==> src/rtl/ps2_mouse_packet_rx.sv <==
// ps2_mouse_packet_rx
//   Receive front end for one PS/2 mouse. Synchronises the raw PS/2 pin pair,
//   deglitches the PS/2 clock, deframes 11-bit device-to-host frames
//   (start, 8 data LSB-first, odd parity, stop) and assembles the standard
//   3-byte mouse packet into signed deltas plus button state.
//
// Ports:
//   clk_in       system clock (100 MHz)
//   rst_in       synchronous active-low reset
//   ps2_clk      raw PS/2 clock, asynchronous to clk_in
//   ps2_data     raw PS/2 data, asynchronous to clk_in
//   packet_valid one-cycle pulse: dx/dy/buttons/ovf carry a new packet
//   dx, dy       signed 9-bit deltas {sign, byte}; dy positive = up
//   btn_left/right/middle  button state from header byte bits 0/1/2
//   ovf          {y_ovf, x_ovf} from header byte bits 7:6
//   frame_err    one-cycle pulse on parity/stop error or mid-frame timeout
//
// Output handshake: there is no back-pressure. packet_valid is high for
// exactly one clk_in cycle per packet and the consumer must take
// dx/dy/buttons/ovf in that cycle; those outputs then hold until the next
// packet. frame_err is an independent one-cycle event pulse.

module ps2_mouse_packet_rx #(
    parameter int SYNC_STAGES    = 2,
    parameter int FILTER_LEN     = 8,
    parameter int TIMEOUT_CYCLES = 100000
) (
    input  logic       clk_in,
    input  logic       rst_in,
    input  logic       ps2_clk,
    input  logic       ps2_data,
    output logic       packet_valid,
    output logic [8:0] dx,
    output logic [8:0] dy,
    output logic       btn_left,
    output logic       btn_right,
    output logic       btn_middle,
    output logic [1:0] ovf,
    output logic       frame_err
);

    localparam int FCW = $clog2(FILTER_LEN + 1);
    localparam int TCW = $clog2(TIMEOUT_CYCLES + 1);

    typedef enum logic [1:0] {
        S_IDLE   = 2'd0,
        S_DATA   = 2'd1,
        S_PARITY = 2'd2,
        S_STOP   = 2'd3
    } state_t;

    // ------------------------------------------------------------------
    // Input synchronisers (idle-high lines, so reset to 1)
    // ------------------------------------------------------------------
    logic [SYNC_STAGES-1:0] clk_sync;
    logic [SYNC_STAGES-1:0] data_sync;
    logic                   clk_s;
    logic                   data_bit;

    always_ff @(posedge clk_in) begin
        if (!rst_in) begin
            clk_sync  <= '1;
            data_sync <= '1;
        end else begin
            clk_sync  <= {clk_sync[SYNC_STAGES-2:0], ps2_clk};
            data_sync <= {data_sync[SYNC_STAGES-2:0], ps2_data};
        end
    end

    assign clk_s    = clk_sync[SYNC_STAGES-1];
    assign data_bit = data_sync[SYNC_STAGES-1];

    // ------------------------------------------------------------------
    // Clock deglitch filter: the filtered clock only follows the synced
    // clock after FILTER_LEN consecutive disagreeing samples.
    // ------------------------------------------------------------------
    logic [FCW-1:0] filt_cnt;
    logic           filt_clk;
    logic           filt_clk_d;
    logic           fall_tick;

    always_ff @(posedge clk_in) begin
        if (!rst_in) begin
            filt_cnt   <= '0;
            filt_clk   <= 1'b1;
            filt_clk_d <= 1'b1;
        end else begin
            filt_clk_d <= filt_clk;
            if (clk_s != filt_clk) begin
                if (filt_cnt == FCW'(FILTER_LEN - 1)) begin
                    filt_clk <= clk_s;
                    filt_cnt <= '0;
                end else begin
                    filt_cnt <= filt_cnt + 1'b1;
                end
            end else begin
                filt_cnt <= '0;
            end
        end
    end

    assign fall_tick = filt_clk_d & ~filt_clk;

    // ------------------------------------------------------------------
    // Frame FSM: state register / next state / outputs
    // ------------------------------------------------------------------
    state_t     state_q;
    state_t     state_d;
    logic [2:0] bit_cnt;
    logic [7:0] shreg;
    logic       parity_ok;
    logic [1:0] idx;
    logic       busy;
    logic       timeout_fire;
    logic [TCW-1:0] to_cnt;

    logic shift_en;
    logic parity_cap;
    logic stop_eval;
    logic cnt_clr;
    logic byte_ok;
    logic byte_bad;

    always_ff @(posedge clk_in) begin
        if (!rst_in) begin
            state_q <= S_IDLE;
        end else begin
            state_q <= state_d;
        end
    end

    always_comb begin
        state_d = state_q;
        if (timeout_fire) begin
            state_d = S_IDLE;
        end else if (fall_tick) begin
            case (state_q)
                S_IDLE:   if (!data_bit) state_d = S_DATA;
                S_DATA:   if (bit_cnt == 3'd7) state_d = S_PARITY;
                S_PARITY: state_d = S_STOP;
                S_STOP:   state_d = S_IDLE;
                default:  state_d = S_IDLE;
            endcase
        end
    end

    // A fall_tick coinciding with a timeout is dropped entirely.
    always_comb begin
        shift_en   = 1'b0;
        parity_cap = 1'b0;
        stop_eval  = 1'b0;
        cnt_clr    = 1'b0;
        if (fall_tick && !timeout_fire) begin
            case (state_q)
                S_IDLE:   cnt_clr    = !data_bit;
                S_DATA:   shift_en   = 1'b1;
                S_PARITY: parity_cap = 1'b1;
                S_STOP:   stop_eval  = 1'b1;
                default:  cnt_clr    = 1'b0;
            endcase
        end
    end

    assign byte_ok  = stop_eval & data_bit & parity_ok;
    assign byte_bad = stop_eval & ~(data_bit & parity_ok);

    // Frame datapath: LSB-first shift and odd-parity capture
    always_ff @(posedge clk_in) begin
        if (!rst_in) begin
            bit_cnt   <= '0;
            shreg     <= '0;
            parity_ok <= 1'b0;
        end else begin
            if (cnt_clr) begin
                bit_cnt <= '0;
            end
            if (shift_en) begin
                shreg   <= {data_bit, shreg[7:1]};
                bit_cnt <= bit_cnt + 1'b1;
            end
            if (parity_cap) begin
                parity_ok <= ^{shreg, data_bit};
            end
        end
    end

    // ------------------------------------------------------------------
    // Timeout: only armed while a frame or a packet is in progress
    // ------------------------------------------------------------------
    assign busy         = (state_q != S_IDLE) || (idx != 2'd0);
    assign timeout_fire = busy && (to_cnt == TCW'(TIMEOUT_CYCLES - 1));

    always_ff @(posedge clk_in) begin
        if (!rst_in) begin
            to_cnt <= '0;
        end else if (!busy || fall_tick || timeout_fire) begin
            to_cnt <= '0;
        end else begin
            to_cnt <= to_cnt + 1'b1;
        end
    end

    // ------------------------------------------------------------------
    // Packet assembly. Only the header bits that reach an output are kept:
    // hdr = {y_ovf, x_ovf, y_sign, x_sign, middle, right, left}.
    // ------------------------------------------------------------------
    logic [6:0] hdr;
    logic [7:0] byte1;

    always_ff @(posedge clk_in) begin
        if (!rst_in) begin
            idx   <= 2'd0;
            hdr   <= '0;
            byte1 <= '0;
        end else if (timeout_fire || byte_bad) begin
            idx <= 2'd0;
        end else if (byte_ok) begin
            case (idx)
                2'd0: begin
                    // Header bit3 is always 1; a byte without it is a
                    // misaligned byte and is dropped to resynchronise.
                    if (shreg[3]) begin
                        hdr <= {shreg[7:4], shreg[2:0]};
                        idx <= 2'd1;
                    end
                end
                2'd1: begin
                    byte1 <= shreg;
                    idx   <= 2'd2;
                end
                default: idx <= 2'd0;
            endcase
        end
    end

    always_ff @(posedge clk_in) begin
        if (!rst_in) begin
            packet_valid <= 1'b0;
            frame_err    <= 1'b0;
            dx           <= '0;
            dy           <= '0;
            btn_left     <= 1'b0;
            btn_right    <= 1'b0;
            btn_middle   <= 1'b0;
            ovf          <= '0;
        end else begin
            packet_valid <= byte_ok && (idx == 2'd2);
            // Timeout between frames (FSM idle) is a silent resync.
            frame_err    <= byte_bad || (timeout_fire && (state_q != S_IDLE));
            if (byte_ok && (idx == 2'd2)) begin
                dx         <= {hdr[3], byte1};
                dy         <= {hdr[4], shreg};
                btn_left   <= hdr[0];
                btn_right  <= hdr[1];
                btn_middle <= hdr[2];
                ovf        <= hdr[6:5];
            end
        end
    end

endmodule
==> config.mk <==
export PLATFORM = sky130hd
export DESIGN_NAME = ps2_mouse_packet_rx
export DESIGN_NICKNAME = d
export VERILOG_FILES = /design/src/rtl/ps2_mouse_packet_rx.sv
export SDC_FILE = /design/constraint.sdc
export NUM_CORES = 1
export LEC_CHECK = 0
export CORE_UTILIZATION = 43
export DETAILED_ROUTE_END_ITERATION = 12
export GPL_ROUTABILITY_DRIVEN = 1
export SYNTH_ARGS = -nofsm -noshare
export SYNTH_HDL_FRONTEND = slang
export SYNTH_SLANG_ARGS = --single-unit
==> constraint.sdc <==
create_clock -name clk_in -period 5.75 [get_ports clk_in]
set_clock_uncertainty 0.2 [all_clocks]
set_input_delay 1.725 -clock clk_in [delete_from_list [all_inputs] [get_ports clk_in]]
set_output_delay 1.725 -clock clk_in [all_outputs]
set_load 0.05 [all_outputs]
* Word level (Yosys, flattened, before mapping)
Index checks and enable logic that the tools add are counted.
** Word-level totals
- Input port bits :: 4
- Logic and storage cells :: 88
- Flip-flop bits (word level) :: 83
- Output and inout port bits :: 25
** Cells by class
- Equal/unequal tests :: 12
- Bitwise operators :: 10
- $add $sub $neg :: 3
- Reductions and logical operators :: 27
- Multiplexer cells :: 15
** Operators by type and width (count)
- adder 17 x 1 -> 17 bit, second input constant :: 1
- equality test 17 bit, second input constant :: 1
- XOR reduction 9 bit :: 1
- two-way mux 1 bit :: 8
- case mux 2 bit (4 select lines) :: 1
- equality test 2 bit, second input constant :: 3
- two-way mux 2 bit :: 3
- two-way mux 3 bit :: 2
- inequality test 2 bit, second input constant :: 3
- AND reduction 3 bit :: 2
- nonzero test 2 bit :: 3
- OR reduction 2 bit :: 3
- bitwise AND 1 bit :: 5
- logical OR 1 bit :: 5
- NOT 1 bit :: 5
- adder 4 x 1 -> 4 bit, second input constant :: 1
- equality test 2 x 1 -> 1 bit, second input constant :: 2
- equality test 4 x 3 -> 1 bit, second input constant :: 1
- logical AND 1 bit :: 4
- zero test 2 bit :: 2
- case mux 2 bit (2 select lines) :: 1
- AND reduction 2 bit :: 2
- AND reduction 4 bit :: 1
- adder 3 x 1 -> 3 bit, second input constant :: 1
- 4 further kinds :: 6

* Logic depth before layout (Yosys ltp)
Gate-level depths: netlist of the first run.
- Word-level depth :: 10
- Mapped depth :: 9
- Gate-level depth less buffers :: 7

* Worst setup path before layout of the first run
OpenSTA, ideal clock, no wires.
- Path type :: input port to flip-flop
- From :: input port rst_in
- To :: register parity_ok
- Stages :: 3
- Path buffers :: 1
- Data arrival time :: 2.511 ns
- Required time :: 5.449 ns
- Setup time :: 0.101 ns
- Slack :: 2.938 ns
- Cell sequence :: clkbuf_1 > clkinv_1 > o41ai_1
** RTL lines
- start, declared :: RTL line 29 : input logic rst_in,
- end signal, assigned :: RTL line 182 : parity_ok <= ^{shreg, data_bit};
- end, declared :: RTL line 111 : logic parity_ok;
No word-level cell between the ends.

* Worst setup path after layout of the first run
- From :: input port rst_in
- To :: register packet_valid
** RTL lines
- end signal, assigned :: RTL line 247 : packet_valid <= byte_ok && (idx == 2'd2);
- end, declared :: RTL line 32 : output logic packet_valid,
No word-level cell between the ends.

==> reports/metrics.csv, run 1 <==
metric,value,unit
r2r_slack,3030,ps
gp_congestion,0.777,
route.met3.wl,181,µm
ys.flop_type,dfxtp_1,
period_share,0.599,
status,finished clean,
cts_max_path_buffers,2,
rsz0062_at_grt,false,
final_common_cell,dfxtp_1,
cp-start-kind,input port,
syn_nets,346,
firstDrtPassIters,4,
insertion_delay,350,ps
cts_tree,done,
fin_crit,3450,ps
r2r-start,state_q[0]$_SDFFE_PP0P_,
vias,2287,
io_pins,29,
drv_slew,0,
ys_ff_latch,83,
cts_made_buffers,9,
fmax,0.290,GHz
min_path_cells,1,
path_cells,clkdlybuf4s50_1 -> clkinv_1 -> buf_4 -> nor2_1,
remaining_drc_errors,0,
root_buffer,clkbuf_8,
antenna_found_initial,0,
worstPathRequired,5820,ps
end_kind,flip-flop,
drt_iter0_markers,88,
io_buffers,28,
crit_type,in -> reg,
grt_pass1_vias,2194,
ant_nets,0,
diodes,0,
syn_area,0.00341,mm²
wl_per_cell,12.3,µm
crit_fanout,38,
ir_drop,123,µV
grt_use_total,0.154,
finalHoldViolations,0,
ys_types,43,
met1Wirelength,3.00,mm
numPlacedInstances,452,
crit_path_max_incr_delay,730,ps
die_area,0.00830,mm²
ff2ff_path_depth,7,
worstMarginPinSlew,1060,ps
final_cell_mix,"dfxtp_1 (83), nor2_1 (75), mux2i_1 (48)",
grt_pass1_wl,10.3,mm
areaGrowthSynthToFinish,15.9,%
cts_max_level,3,
finalWirelength,5.76,mm
dr.max_layer_used,met4,
min_to,data_sync[1]$_SDFF_PN1_,
drive_above_1_share,0.0792,
maxSlewHeadroom,0.293,
ys_warn_count,0,
p_leak,0.00169,µW
dp_hpwl,3.92,mm
finalPower,1020,µW
power_density,257,mW/mm²
routed-wl-met2,2.50,mm
avgViaCountPerCell,4.89,
cts_resized,0,
min_from,data_sync[0]$_SDFF_PN1_,
synth-seq-area-share,0.487,
grt_max_degree,39,
fin_nets,374,
setup_viol,0,
cts_setup_buffers,0,
core,0.00769,mm²
clkTransAtPathRegs,90,ps
synth-edff-count,0,
die_h,91.1,µm
grt_overflow_total,0,
avgSynthCellArea,10.3,µm²
final_core_util,0.515,
initial_core_util,0.444,
synthCells,333,
setup_tns,0,ps
r2r_end,shreg[6]$_SDFFE_PN0P_,
async_reset_ff_frac,0,
maxCapViolations,0,
layout.cells.non_filler,468,
die_w,91.1,µm
clkSinkCount,83,
slowest_stage,clkdlybuf4s50_1,
cp.arrival,3520,ps
placementRows,32,
cts_hold_buf,0,
hold_path_class,reg -> reg,
## how the worst max path moves through the flow
| stage | depth (start not counted) | to | start | slack, ps |
|---|---|---|---|---|
| after floorplan | 3 | parity_ok$_SDFFE_PN0P_ | rst_in | 2940 |
| after global placement | 4 | packet_valid$_SDFF_PN0_ | rst_in | 1960 |
| after detailed placement | 4 | packet_valid$_SDFF_PN0_ | rst_in | 1910 |
| after CTS | 4 | packet_valid$_SDFF_PN0_ | rst_in | 2290 |
| after global routing | 4 | ovf[1]$_SDFFE_PN0P_ | rst_in | 2160 |
| final | 4 | packet_valid$_SDFF_PN0_ | rst_in | 2300 |
## power by group
group	internal, µW	total [µW]	switching [µW]
clock network	208	427	219
registers	576	577	0.972
logic	4.27	13.0	8.72
total	788	1020	229
## layer usage
layer	track usage	vias up
met5	0	-
met4	0.0675	0
met3	0.0327	10
met2	0.233	35
met1	0.211	1059
li1	-	1183
## critical path, delay by kind of cell
family | cells | cell delay (ps)
buffers and inverters | 3 | 1640
AND/OR/NAND/NOR | 1 | 140
## stage by stage
step | instance area (µm²) | worst slack [ps] | hold WS, ps
after CTS | 3960 | 2290 | 218
after floorplan | 3410 | 2940 | 186
after detailed placement | 3750 | 1910 | 197
after global placement | 3750 | 1960 | 192
after global routing | 3960 | 2160 | 240
final | 3960 | 2300 | 214
## Yosys cell counts, types with 2 or more instances
cell	count	area [µm²]
a21oi_1	6	30.0
and3_1	4	25.0
buf_2	3	15.0
buf_8	2	30.0
clkbuf_1	6	22.5
dfxtp_1	83	1660
ha_1	9	113
inv_1	8	30.0
mux2i_1	48	480
nand2_1	8	30.0
nand2b_1	6	37.5
nand3_1	11	55.1
nand3b_1	2	15.0
nand4_1	3	18.8
nor2_1	75	282
nor3_1	2	10.0
nor3b_2	2	25.0
o2111ai_1	3	26.3
o211ai_1	2	15.0
o31ai_1	3	22.5
xnor2_1	13	114
xor2_1	13	114
## cell type report
type | instances | area [µm²]
clock inverter | 7 | 83.8
sequential | 83 | 1660
fill | 745 | 3730
timing repair buffer | 30 | 295
clock buffer | 9 | 124
tap | 102 | 128
inverter | 9 | 33.8
multi-input combinational | 228 | 1630
## logic make-up after synthesis
kind of cell | Yosys count | share of synthesized area
simple gates | 124 | 0.185
flops | 83 | 0.487
mux | 49 | 0.144
xor+xnor | 26 | 0.0667
buf+inv | 22 | 0.0352
compound gates | 20 | 0.0488
fa+ha+maj | 9 | 0.0330
## registers in the layout, indices dropped and copies added, names as in the netlist, 3 cells and up
| signal | flops |
|---|---|
| bit_cnt | 3 |
| byte1 | 8 |
| dx | 9 |
| dy | 9 |
| filt_cnt | 4 |
| hdr | 7 |
| shreg | 8 |
| to_cnt | 17 |
Power figures use the tool's default switching activity.
==> run 2: changes to the inputs <==
Clock period 5.75 ns to 3.6 ns, I/O delays scaled along.
==> reports/metrics.csv, run 2 (synthesis gave the netlist of run 1 again) <==
metric,value,unit
top_register,to_cnt,
r2r_end,dy[4]$_SDFFE_PN0P_,
worst-path-buf-inv,1,
cp.arrival,1490,ps
min_to,clk_sync[1]$_SDFF_PN1_,
die_w,91.1,µm
status,finished clean,
hold_path_class,reg -> reg,
initial_core_util,0.444,
die_h,91.1,µm
root_buffer,clkbuf_8,
path_cells,clkdlybuf4s50_1,
final_core_util,0.523,
largest_register_ffs,17,
finalHoldViolations,0,
largest_registers,"to_cnt: 17 flops, dx: 9 flops, dy: 9 flops",
period_share,0.770,
grt_pass1_vias,2210,
crit_path_max_incr_delay,800,ps
power_density,431,mW/mm²
grt_pass1_wl,10.4,mm
crit_fanout,2,
ant_nets,0,
io_pins,29,
die_area,0.00830,mm²
min_from,clk_sync[0]$_SDFF_PN1_,
r2r-start,state_q[0]$_SDFFE_PP0P_,
min_path_cells,1,
fin_crit,2770,ps
drt_iter0_markers,68,
vias,2297,
p_leak,0.00172,µW
maxCapViolations,0,
setup_viol,0,
cts_tree,done,
gp_congestion,0.768,
cts_setup_buffers,0,
drv_slew,0,
ff2ff_path_depth,8,
insertion_delay,350,ps
finalWirelength,5.83,mm
final_cell_mix,"dfxtp_1 (83), nor2_1 (75), mux2i_1 (48)",
setup_tns,0,ps
cts_resized,0,
firstDrtPassIters,4,
cts_made_buffers,9,
crit_type,reg -> out,
fin_nets,378,
dp_hpwl,4.01,mm
grt_use_total,0.156,
cts_hold_buf,0,
cp_top_family,buffers and inverters,
worstMarginPinSlew,577,ps
maxSlewHeadroom,0.615,
r2r_slack,1030,ps
slowest_stage,clkdlybuf4s50_1,
drive_above_1_share,0.0867,
diodes,0,
remaining_drc_errors,0,
core,0.00769,mm²
avgViaCountPerCell,4.88,
cp-start-kind,flip-flop,
cts_max_path_buffers,2,
io_buffers,28,
worstPathRequired,2320,ps
fmax,0.361,GHz
areaGrowthSynthToFinish,17.7,%
antenna_found_initial,0,
end_kind,output port,
clkTransAtPathRegs,90,ps
placementRows,32,
grt_max_degree,35,
wl_per_cell,12.4,µm
final_common_cell,dfxtp_1,
grt_overflow_total,0,
cts_max_level,3,
ir_drop,212,µV
clkSinkCount,83,
rsz0062_at_grt,false,
run 2: changes by cell type in the layout (fill, tap and decap cells not counted):
| cell | before | now |
|---|---|---|
| inv_6 | 2 | 1 |
| clkinvlp_4 | 1 | 2 |
| clkinv_4 | 2 | 0 |
| inv_8 | 1 | 0 |
| buf_4 | 2 | 6 |
| bufinv_16 | 1 | 3 |
run 2: worst max path at each step:
stage | end | cells past startpoint | start | slack, ps
final | dy[7] | 1 | dy[7]$_SDFFE_PN0P_ | 830
after global routing | dx[2] | 1 | dx[2]$_SDFFE_PN0P_ | 760
after CTS | dy[7] | 1 | dy[7]$_SDFFE_PN0P_ | 810
after detailed placement | to_cnt[16]$_SDFF_PP0_ | 4 | rst_in | 770
after global placement | to_cnt[11]$_SDFF_PP0_ | 4 | rst_in | 810
after floorplan | parity_ok$_SDFFE_PN0P_ | 3 | rst_in | 1430
run 2: power by group:
group	internal, µW	switching [µW]
combinational	8.24	14.2
clock	459	330
sequential	919	1.43
run 2: routing by layer:
layer | routed length (µm) | vias to the layer above | GRT usage
li1 | - | 1194 | -
met1 | 3060 | 1065 | 0.214
met2 | 2490 | 29 | 0.234
met3 | 182 | 9 | 0.0402
met4 | 89 | 0 | 0.0635
met5 | 0 | - | 0
run 2: layout make-up:
cell class,count,area (µm²)
Tap cell,102,128
Timing Repair Buffer,34,325
Clock inverter,6,114
Multi-Input combinational cell,228,1630
Fill cell,717,3670
Inverter,9,33.8
Clock buffer,9,124
Sequential cell,83,1660
run 2: per-stage QoR:
stage               hold WS [ps]  std cells  area (µm²)  setup WS (ps)  total power, µW
floorplan                    186        333        3410           1430              956
global placement             190        456        3780            813              965
detailed placement           191        456        3780            767              966
CTS                          211        471        4020            805             1760
global route                 221        471        4020            760             1800
finish                       209        471        4020            827             1730
==> run 3: changes to the inputs <==
Clock period 3.6 ns to 2.83 ns, I/O delays scaled along.
==> reports/metrics.csv, run 3 (synthesis gave the netlist of run 1 again) <==
metric,value,unit
cts_hold_buf,0,
ant_nets,0,
cp-start-kind,flip-flop,
areaGrowthSynthToFinish,17.4,%
worstMarginPinSlew,578,ps
cts_made_buffers,9,
placementRows,32,
root_buffer,clkbuf_8,
final_core_util,0.521,
crit_type,reg -> out,
maxSlewHeadroom,0.615,
final_common_cell,dfxtp_1,
crit_path_max_incr_delay,800,ps
cts_tree,done,
switchingPower,418,µW
gp_congestion,0.817,
insertion_delay,340,ps
dp_hpwl,3.99,mm
largest_registers,"to_cnt: 17 flops, dx: 9 flops, dy: 9 flops",
layout.cells.non_filler,473,
largest_register_ffs,17,
end_kind,output port,
top_register,to_cnt,
ff2ff_path_depth,7,
grt_use_total,0.157,
cp_top_family,buffers and inverters,
diodes,0,
finalHoldViolations,0,
slowest_stage,clkdlybuf4s50_1,
worst-path-buf-inv,1,
wl_per_cell,12.5,µm
initial_core_util,0.444,
cts_max_level,3,
antenna_found_initial,0,
die_area,0.00830,mm²
min_path_cells,1,
r2r_slack,350,ps
avgViaCountPerCell,4.82,
power_density,521,mW/mm²
clkTransAtPathRegs,80,ps
numPlacedInstances,457,
io_pins,29,
fmax,0.393,GHz
rsz0062_at_grt,false,
min_to,data_sync[1]$_SDFF_PN1_,
finalWirelength,5.94,mm
r2r_end,to_cnt[8]$_SDFF_PP0_,
core,0.00769,mm²
drv_slew,0,
drt_iter0_markers,88,
path_cells,clkdlybuf4s50_1,
die_w,91.1,µm
grt_overflow_total,0,
worstPathRequired,1780,ps
cts_max_path_buffers,2,
status,finished clean,
drive_above_1_share,0.0889,
crit_fanout,2,
power.share.combinational,0.013,
final_cell_mix,"dfxtp_1 (83), nor2_1 (75), mux2i_1 (48)",
firstDrtPassIters,4,
seq_power_share,0.561,
maxCapViolations,0,
clkSinkCount,83,
cp.arrival,1490,ps
cts_setup_buffers,0,
die_h,91.1,µm
r2r-start,state_q[0]$_SDFFE_PP0P_,
remaining_drc_errors,0,
internal_power,1670,µW
p_clk_frac,0.426,
cts_resized,0,
min_from,data_sync[0]$_SDFF_PN1_,
fin_crit,2540,ps
setup_viol,0,
grt_max_degree,52,
setup_tns,0,ps
fin_nets,379,
grt_pass1_wl,10.4,mm
vias,2282,
io_buffers,28,
p_sw_frac,0.200,
period_share,0.898,
hold_path_class,reg -> reg,
grt_pass1_vias,2238,
p_leak,0.00173,µW
ir_drop,272,µV
==> run 3: worst max-delay path by stage <==
stage,from,to,slack [ps],cells after the start
2_1_floorplan,state_q[0]$_SDFFE_PP0P_,dx[0]$_SDFFE_PN0P_,720,8
3_3_place_gp,rst_in,to_cnt[13]$_SDFF_PP0_,310,4
3_5_place_dp,rst_in,to_cnt[7]$_SDFF_PP0_,250,4
4_1_cts,dy[4]$_SDFFE_PN0P_,dy[4],260,1
5_1_grt,state_q[0]$_SDFFE_PP0P_,to_cnt[8]$_SDFF_PP0_,160,7
6_report,dy[4]$_SDFFE_PN0P_,dy[4],290,1
==> run 3: area by class of cell <==
class                      count  area, µm²
clock buffer                  10        128
clock inverter                 6       80.1
fill                         735       3680
inverter                       9       33.8
multi-input combinational    228       1630
sequential                    83       1660
tap                          102        128
timing repair buffer          35        345
==> run 3: routing by layer <==
layer / up-vias / part of all wire / track usage
li1: 1190 / - / -
met1: 1056 / 0.52 / 0.210
met2: 27 / 0.44 / 0.242
met3: 9 / 0.025 / 0.0276
met4: 0 / 0.018 / 0.0794
met5: - / 0 / 0
==> run 3: per-stage QoR <==
stage          setup slack, ps  instance area, µm²  power [µW]  hold slack, ps
2_1_floorplan              718                3410        1220             186
3_3_place_gp               306                3800        1230             190
3_5_place_dp               253                3800        1230             196
4_1_cts                    259                4010        2120             215
5_1_grt                    158                4010        2170             227
6_report                   287                4010        2090             211
==> run 3: power groups by stage <==
stage | Clock, µW | Sequential, µW | Combinational, µW
detailed placement | 0 | 1200 | 28.3
floorplan | 0 | 1200 | 18.1
CTS | 920 | 1170 | 28.3
global placement | 0 | 1200 | 27.7
global route | 971 | 1170 | 31.2
finish | 889 | 1170 | 27.7
